## src/rtl/aes_output_serializer_pkg.sv

```systemverilog
// Shared AES result-block definitions for the output serializer slice.
// Latency: n/a (types and constants only).
// Backpressure: n/a.
package aes_output_serializer_pkg;

  localparam int AES_BLOCK_BITS = 128;

  // Cipher state flattened MS byte first: byte 0 lives in [127:120].
  typedef logic [AES_BLOCK_BITS-1:0] state_t;

  // Number of output words needed to carry one block.
  function automatic int words_per_block(input int word_w);
    return AES_BLOCK_BITS / word_w;
  endfunction

endpackage

```

## src/rtl/aes_output_serializer_if.sv

```systemverilog
// Block-in / word-out bus between the cipher pipeline, serializer and sink.
// Latency: n/a (wiring only).
// Backpressure: out_ready throttles words; the block side has no stall.
interface aes_output_serializer_if #(
  parameter int WORD_W = 32
);
  import aes_output_serializer_pkg::*;

  state_t              in_block;
  logic                in_valid;
  logic [WORD_W-1:0]   out_word;
  logic                out_valid;
  logic                out_ready;
  logic                out_last;

  // Environment side: cipher pipeline plus downstream word consumer.
  modport master (
    output in_block, in_valid, out_ready,
    input  out_word, out_valid, out_last
  );

  // Serializer side.
  modport slave (
    input  in_block, in_valid, out_ready,
    output out_word, out_valid, out_last
  );

endinterface

```

## src/rtl/aes_block_fifo.sv

```systemverilog
// DEPTH x 128-bit block store with push/pop, count and full/empty flags.
// Latency: a pushed block is visible on rd_data after the next edge.
// Backpressure: caller must not push when full unless popping in the same cycle.
module aes_block_fifo
  import aes_output_serializer_pkg::*;
#(
  parameter int DEPTH = 4,
  parameter int CNT_W = $clog2(DEPTH) + 1
) (
  input  logic             clock,
  input  logic             reset,
  input  logic             push,
  input  state_t           wr_data,
  input  logic             pop,
  output state_t           rd_data,
  output logic             full,
  output logic             empty,
  output logic [CNT_W-1:0] count
);

  localparam int PTR_W = $clog2(DEPTH);

  state_t             mem [DEPTH];
  logic [PTR_W-1:0]   wr_ptr;
  logic [PTR_W-1:0]   rd_ptr;

  // Storage has no reset; pointers and count define what is valid.
  always_ff @(posedge clock) begin
    if (push && !reset) begin
      mem[wr_ptr] <= wr_data;
    end
  end

  // Pointer and occupancy bookkeeping; DEPTH is a power of 2 so pointers wrap naturally.
  always_ff @(posedge clock) begin
    if (reset) begin
      wr_ptr <= '0;
      rd_ptr <= '0;
      count  <= '0;
    end else begin
      if (push) wr_ptr <= wr_ptr + 1'b1;
      if (pop)  rd_ptr <= rd_ptr + 1'b1;
      case ({push, pop})
        2'b10:   count <= count + 1'b1;
        2'b01:   count <= count - 1'b1;
        default: count <= count;
      endcase
    end
  end

  assign rd_data = mem[rd_ptr];
  assign full    = (count == CNT_W'(DEPTH));
  assign empty   = (count == '0);

endmodule

```

## src/rtl/aes_output_serializer.sv

```systemverilog
// Buffers AES result blocks and streams each as WORD_W-bit words, MS slice first.
// Latency: 1 cycle from in_valid to out_valid when empty; no comb in-to-out path.
// Backpressure: out_ready stalls words; blocks arriving to a full FIFO are dropped and flagged.
module aes_output_serializer
  import aes_output_serializer_pkg::*;
#(
  parameter int DEPTH  = 4,
  parameter int WORD_W = 32,
  parameter int CNT_W  = $clog2(DEPTH) + 1
) (
  input  logic                  clock,
  input  logic                  reset,
  aes_output_serializer_if.slave io,
  output logic [CNT_W-1:0]      fifo_count,
  output logic                  almost_full,
  output logic                  overflow,
  input  logic                  clear_overflow
);

  localparam int N     = words_per_block(WORD_W);
  localparam int IDX_W = (N > 1) ? $clog2(N) : 1;

  state_t           head;
  state_t           shifted;
  logic             full;
  logic             empty;
  logic             xfer;
  logic             pop;
  logic             accept;
  logic             drop;
  logic [IDX_W-1:0] idx;

  // A block may enter a full FIFO only when the head block leaves in the same cycle.
  assign xfer   = io.out_valid & io.out_ready;
  assign pop    = xfer & io.out_last;
  assign accept = io.in_valid & !reset & (!full | pop);
  assign drop   = io.in_valid & !reset & !accept;

  aes_block_fifo #(
    .DEPTH (DEPTH),
    .CNT_W (CNT_W)
  ) u_fifo (
    .clock   (clock),
    .reset   (reset),
    .push    (accept),
    .wr_data (io.in_block),
    .pop     (pop),
    .rd_data (head),
    .full    (full),
    .empty   (empty),
    .count   (fifo_count)
  );

  // Word index within the head block; wraps on the last word.
  always_ff @(posedge clock) begin
    if (reset) begin
      idx <= '0;
    end else if (xfer) begin
      idx <= io.out_last ? '0 : idx + 1'b1;
    end
  end

  // Sticky drop flag; a new drop outranks a simultaneous clear.
  always_ff @(posedge clock) begin
    if (reset) begin
      overflow <= 1'b0;
    end else if (drop) begin
      overflow <= 1'b1;
    end else if (clear_overflow) begin
      overflow <= 1'b0;
    end
  end

  // Select slice idx of the head block, forced to zero when nothing is held.
  always_comb begin
    shifted     = head << (WORD_W * int'(idx));
    io.out_word = '0;
    if (io.out_valid) begin
      io.out_word = shifted[AES_BLOCK_BITS-1 -: WORD_W];
    end
  end

  assign io.out_valid = !empty;
  assign io.out_last  = io.out_valid & (idx == IDX_W'(N - 1));
  assign almost_full  = (fifo_count >= CNT_W'(DEPTH - 1));

endmodule

```

## src/flat_wrapper.sv

```systemverilog
// flat-port wrapper written by rule: the top's interface ports become plain ports
module aes_output_serializer_flat import aes_output_serializer_pkg::*;
#(
  parameter int DEPTH  = 4,
  parameter int WORD_W = 32,
  parameter int CNT_W  = $clog2(DEPTH) + 1
)
  (clock, reset, fifo_count, almost_full, overflow, clear_overflow, io_in_block, io_in_valid, io_out_ready, io_out_word, io_out_valid, io_out_last);
  aes_output_serializer_if #(.WORD_W(WORD_W)) io_i ();
  input  logic clock;
  input  logic reset;
  output logic [CNT_W-1:0] fifo_count;
  output logic almost_full;
  output logic overflow;
  input  logic clear_overflow;
  input wire logic [$bits(io_i.in_block)-1:0] io_in_block;
  input wire logic [$bits(io_i.in_valid)-1:0] io_in_valid;
  input wire logic [$bits(io_i.out_ready)-1:0] io_out_ready;
  output wire logic [$bits(io_i.out_word)-1:0] io_out_word;
  output wire logic [$bits(io_i.out_valid)-1:0] io_out_valid;
  output wire logic [$bits(io_i.out_last)-1:0] io_out_last;
  assign io_i.in_block = io_in_block;
  assign io_i.in_valid = io_in_valid;
  assign io_i.out_ready = io_out_ready;
  assign io_out_word = io_i.out_word;
  assign io_out_valid = io_i.out_valid;
  assign io_out_last = io_i.out_last;
  aes_output_serializer #(.DEPTH(DEPTH), .WORD_W(WORD_W), .CNT_W(CNT_W)) u_core (.clock(clock), .reset(reset), .io(io_i), .fifo_count(fifo_count), .almost_full(almost_full), .overflow(overflow), .clear_overflow(clear_overflow));
endmodule
```

## config.mk

```make
export PLATFORM = sky130hd
export DESIGN_NAME = aes_output_serializer_flat
export DESIGN_NICKNAME = d
export VERILOG_FILES = /design/src/rtl/aes_output_serializer_pkg.sv /design/src/rtl/aes_output_serializer_if.sv /design/src/rtl/aes_block_fifo.sv /design/src/rtl/aes_output_serializer.sv /design/src/flat_wrapper.sv
export SDC_FILE = /design/constraint.sdc
export NUM_CORES = 1
export LEC_CHECK = 0
export CAP_MARGIN = 20
export CORE_AREA = 2 2 224 171
export DETAILED_ROUTE_END_ITERATION = 8
export DIE_AREA = 0 0 226 173
export PLACE_DENSITY = 0.87
export SLEW_MARGIN = 20
export SYNTH_ARGS = -nofsm -noshare
export SYNTH_HDL_FRONTEND = slang
export SYNTH_SLANG_ARGS = --single-unit
```

## constraint.sdc

```tcl
create_clock -name clock -period 6 [get_ports clock]
set_clock_uncertainty 0.2 [all_clocks]
set_input_delay 0.9 -clock clock [delete_from_list [all_inputs] [get_ports clock]]
set_output_delay 0.9 -clock clock [all_outputs]
set_load 0.02 [all_outputs]
```

### Yosys cells after proc, flatten, opt, wreduce, memory -nomap -nowiden

Memory sizes are Yosys's and may differ from the RTL's. A register that Yosys moved wholly into a read port is not among the register bits.
Index checks and enable logic that the tools add are counted.

* $add $sub $neg: 5
* $mul: 0
* divide/modulo/power cells: 0
* magnitude comparators: 1
* equal/unequal tests: 4
* shift-type cells: 1
* muxes and demuxes: 9
* bitwise logic cells: 7
* reductions and logical operators: 8

Operator list (count)
* 128-bit by 7-bit left shift with 128-bit output: 1
* 32-bit two-way mux: 1
* 2-bit by 1-bit adder with 2-bit output, second input constant: 3
* 1-bit AND: 6
* 2-bit two-way mux: 3
* 3-bit case mux with 2 select lines: 1
* 2-bit equality test, second input constant: 2
* 1-bit zero test: 4
* 1-bit two-way mux: 4
* 2-bit nonzero test: 2
* 3-bit by 1-bit adder with 3-bit output, second input constant: 1
* 3-bit equality test, second input constant: 1
* 3-bit by 2-bit greater-or-equal comparator with 1-bit output, second input constant: 1
* 3-bit zero test: 1
* 3-bit by 1-bit subtractor with 3-bit output, second input constant: 1
* 2-bit by 1-bit equality test with 1-bit output, second input constant: 1
* 1-bit logical AND: 1
* 1-bit bitwise OR: 1

* register bits: 10
* bits in latches: 0
* bits in writable memories: 512
* memory bits (read-only): 0
* bits of input ports: 133
* output and inout port bits: 39
* word-level logic and storage cells: 41
* memories kept: 1

Memories
* u_core.u_fifo.mem: words 4, width 128, rd ports 1, clocked after memory_dff 1, write ports 1, RTL line aes_block_fifo.sv:23 `state_t mem [DEPTH];`

### Depth between registers and ports, before layout

* depth after elaboration: 9
* gate-level depth with buffers: 8
* depth with buffers taken out: 8

### Modules after synthesis

Synthesis repeated with hierarchy kept, for this count alone.

* cells, all modules: 848
* area, all modules: 20148.1 sq um

By module, submodules not included
* aes_block_fifo: instances 1, cells an instance 716, area each 19009.5 sq um, seq. area each 15554.9 sq um
* aes_output_serializer: instances 1, cells an instance 132, area each 1138.6 sq um, seq. area each 60.1 sq um

### Worst setup path before layout

No wires, ideal clock.

* path kind: input port to flip-flop
* start point: in reset
* end point: mem u_core.u_fifo.mem[1][0] in the netlist's numbering, enable pin
* setup time: 502 ps
* arrival: 4430 ps
* data required time: 5298 ps
* path slack: 868 ps
* stages: 3
* cells stage by stage: nand2b_1 > a31oi_1 > and2_1

* cells in the longest elaborated chain, start to end: 6

Ends and longest elaborated chain
* from (decl): RTL line flat_wrapper.sv:11 `input logic reset;`
* 1-bit zero test (*): RTL line aes_block_fifo.sv:29, aes_output_serializer.sv:36
* 1-bit AND (2 in a row): RTL line aes_output_serializer.sv:36 `assign accept = io.in_valid & !reset & (!full | pop);`
* 1-bit logical AND (*): RTL line aes_block_fifo.sv:29 `if (push && !reset) begin`
* 1-bit two-way mux (*): RTL line aes_block_fifo.sv:29
* 1-bit two-way mux (not written as such) (*): RTL line aes_block_fifo.sv:30 `mem[wr_ptr] <= wr_data;`
* to (decl): RTL line aes_block_fifo.sv:23

Mark *: on every way between the ends. The rest lies on a longest branch, timed or not.

==> reports/metrics.cfg <==
[logic_synthesis]
yosys.area.top_type_share_pct=76.97
synth_top_area_cell=edfxtp_1
yosys_register_bits=524
seq_area_frac_synth_pct=78.17
synth_warnings=0
yosysMostFrequentCell=edfxtp_1
ys_types=42
ys_top_cells_by_count=512 x edfxtp_1, 92 x mux4_2, 62 x a22oi_1, 38 x nand2_1, 35 x mux4_1
synthTopCellsByArea=edfxtp_1 77%, mux4_2 10%, mux4_1 4.6%, a22oi_1 2.3%, dfxtp_1 1.2%
synthFlopType=edfxtp_1
synth_nets=1000
syn_area_mm2=0.01998
synthArstFlopShare_pct=0
synth_edf_count=512
synthCells=861
avgSynthCellArea_um2=23.20

[critical_path]
crit_type=reg2out
required_ps=4900
end_kind=output pin
arrival_ps=3560
critPathMaxStageDelay_ps=870
cp_cell_sequence=buf_12 -> nor2b_1 -> a2111oi_0 -> o31ai_1 -> clkdlybuf4s50_1
reg2reg_slack_ps=2510
cp_slowest_cell=dfxtp_4
cp_max_fo=39
worst_setup_path_start_kind=flip-flop

[routing]
via_count=9581
wire_per_inst_um=25.57
post-route-drc-count=0
drt_iter0_markers=908
drt-total-wl_um=40980
viasPerCell=5.977
drtPass1Iterations=5
ant_nets=0

[power]
leakagePower_nw=7.485
p_switching_w=0.001547
pwr-share-comb_pct=5.9
intPower_w=0.006083
p_seq_share_pct=54.4
p_per_area_mw_per_mm2=319.8
ir_worst_vdd_mv=0.2817
pwr-share-clk_pct=39.7
swShare_pct=20.28

[clock_network]
cts_max_level=2
clk_path_buf_depth=3
cts_resized=0
postCtsSetupRepairBufs=0
ctsHoldBuffers=0
cts_root_buf=clkbuf_16
clock_latency_ps=560
clkTransAtPathRegs_ps=60
cts_buffers=48
cts_tree=built
cts_sinks=524

[global_route]
track_usage_pct=21.09
grt_start_max_net_pins=70
grt_pass1_wl_um=61120
antenna_found_initial=11
grt_pass1_vias=9932
grt_overflow=0

[timing]
maxSlewHeadroom_pct=34.79
rsz0062_at_grt=no
timing.final.crit_share_pct=77.74
post-route-min-period_ps=4664
fmax_ghz=0.2144
setup_violations=0
hold_viol=0
finalMaxSlewViolations=0
setup_tns_ps=0
setup_ws_ps=1336
tightest_slew_ps=978.2

[layout]
areaGrowthSynthToFinish_pct=19.43
drive_gt1_share_pct=17.67
fill_cells=2311
fin_nets=1196

[floorplanning]
ioPinCount=172
dieArea_mm2=0.03910
rows=61
chipWidth_um=226
chipHeight_um=173
initial_core_util_pct=54.41
core-area_mm2=0.03671

[placement]
place_hpwl_um=23540
numPortBuffers=171
dp_slack_ps=1821
place_congestion=0.7503

[run]
max_cap_viol_count=0

[run_status]
status=finished clean

[worst_hold_path]
hp-class=reg2reg

-- cells in the final DEF, fill, tap and decap left out, types with 3 or more instances in the layout --
| cell | netlist | routed |
|---|---|---|
| ha_1 | 5 | 5 |
| mux4_2 | 92 | 92 |
| inv_1 | 4 | 4 |
| clkdlybuf4s50_1 | 0 | 171 |
| and2_4 | 0 | 4 |
| nor2b_1 | 3 | 3 |
| nand3_1 | 4 | 4 |
| diode_2 | 0 | 7 |
| mux4_1 | 35 | 35 |
| clkbuf_16 | 0 | 49 |
| bufinv_16 | 0 | 6 |
| buf_4 | 4 | 13 |
| clkinv_1 | 0 | 9 |
| clkbuf_1 | 18 | 7 |
| a22oi_1 | 62 | 62 |
| dfxtp_1 | 12 | 10 |
| clkinv_2 | 0 | 7 |
| a21oi_1 | 5 | 5 |
| inv_6 | 0 | 4 |
| edfxtp_1 | 512 | 512 |
| nor2_1 | 8 | 8 |
| buf_12 | 1 | 6 |
| nand2_1 | 38 | 38 |
-- power by group through the flow --
stage / clock (W) / combinational (W) / sequential [W]
3_3_place_gp: 0 / 0.000434 / 0.00422
3_5_place_dp: 0 / 0.000445 / 0.00423
5_1_grt: 0.00322 / 0.000475 / 0.00416
2_1_floorplan: 0 / 0.000185 / 0.00423
6_report: 0.00303 / 0.000447 / 0.00415
4_1_cts: 0.00308 / 0.000450 / 0.00415
-- critical path: cells and delay by family, from the launching register on --
| family | cells | cell delay, ps |
|---|---|---|
| simple gates | 1 | 90 |
| buf+inv | 2 | 970 |
| compound gates | 2 | 1010 |
| flops | 1 | 870 |
-- cell families after synthesis --
| kind of cell | Yosys count | share of synthesized area [%] |
|---|---|---|
| xor gates and xnor gates | 3 | 0.1316 |
| DFF | 524 | 78.17 |
| muxes | 130 | 15.13 |
| adders and majority gates | 6 | 0.4134 |
| AOI/OAI and AO/OA | 77 | 2.863 |
| and+or+nand+nor | 72 | 1.741 |
| buffers and inverters | 49 | 1.547 |
-- sequential cells by signal, indices dropped and copies added (netlist names), named ones only --
name / cells
u_core.u_fifo.count: 3
u_core.u_fifo.rd_ptr: 2
u_core.u_fifo.wr_ptr: 2
u_core.u_fifo.mem: 512
u_core.idx: 2
u_core.overflow: 1
-- path summary, 6_finish.rpt --
path,from,endpoint,depth (start not counted)
worst min register to register,u_core.overflow,u_core.overflow,2
worst max-delay path,flip-flop,io_out_word[30],5
worst min-delay path,u_core.overflow,u_core.overflow,2
worst max register to register,u_core.idx[0],u_core.u_fifo.mem[1][0],5
-- layout make-up --
class | instances | area, µm² | area share, %
Antenna cell | 7 | 17.52 | 0.07343
Clock buffer | 56 | 1252 | 5.250
Clock inverter | 29 | 307.8 | 1.290
Inverter | 5 | 18.77 | 0.07867
Multi-Input combinational cell | 288 | 4078 | 17.09
Sequential cell | 524 | 15620 | 65.49
Tap cell | 504 | 630.6 | 2.643
Timing Repair Buffer | 190 | 1929 | 8.087
-- per-layer routing --
layer / wire, µm / global-route usage [%] / vias up
met5: 33 / 0 / -
met4: 796 / 5.491 / 6
met3: 3564 / 5.675 / 70
met2: 20050 / 33.41 / 389
met1: 16540 / 29.51 / 5012
li1: - / - / 4104
-- per-stage QoR --
stage	power (W)	instances	util, %	area, µm²	hold slack [ps]
final	0.007630	1603	64.98	23860	275.2
after global routing	0.007853	1599	64.96	23850	303.2
after CTS	0.007682	1596	64.94	23840	280.2
after detailed placement	0.004674	1511	60.69	22280	269.8
after global placement	0.004655	1511	60.69	22280	259.7
after floorplan	0.004418	861	-	19980	284.7
Note: power is estimated with default switching activity, not from simulation.
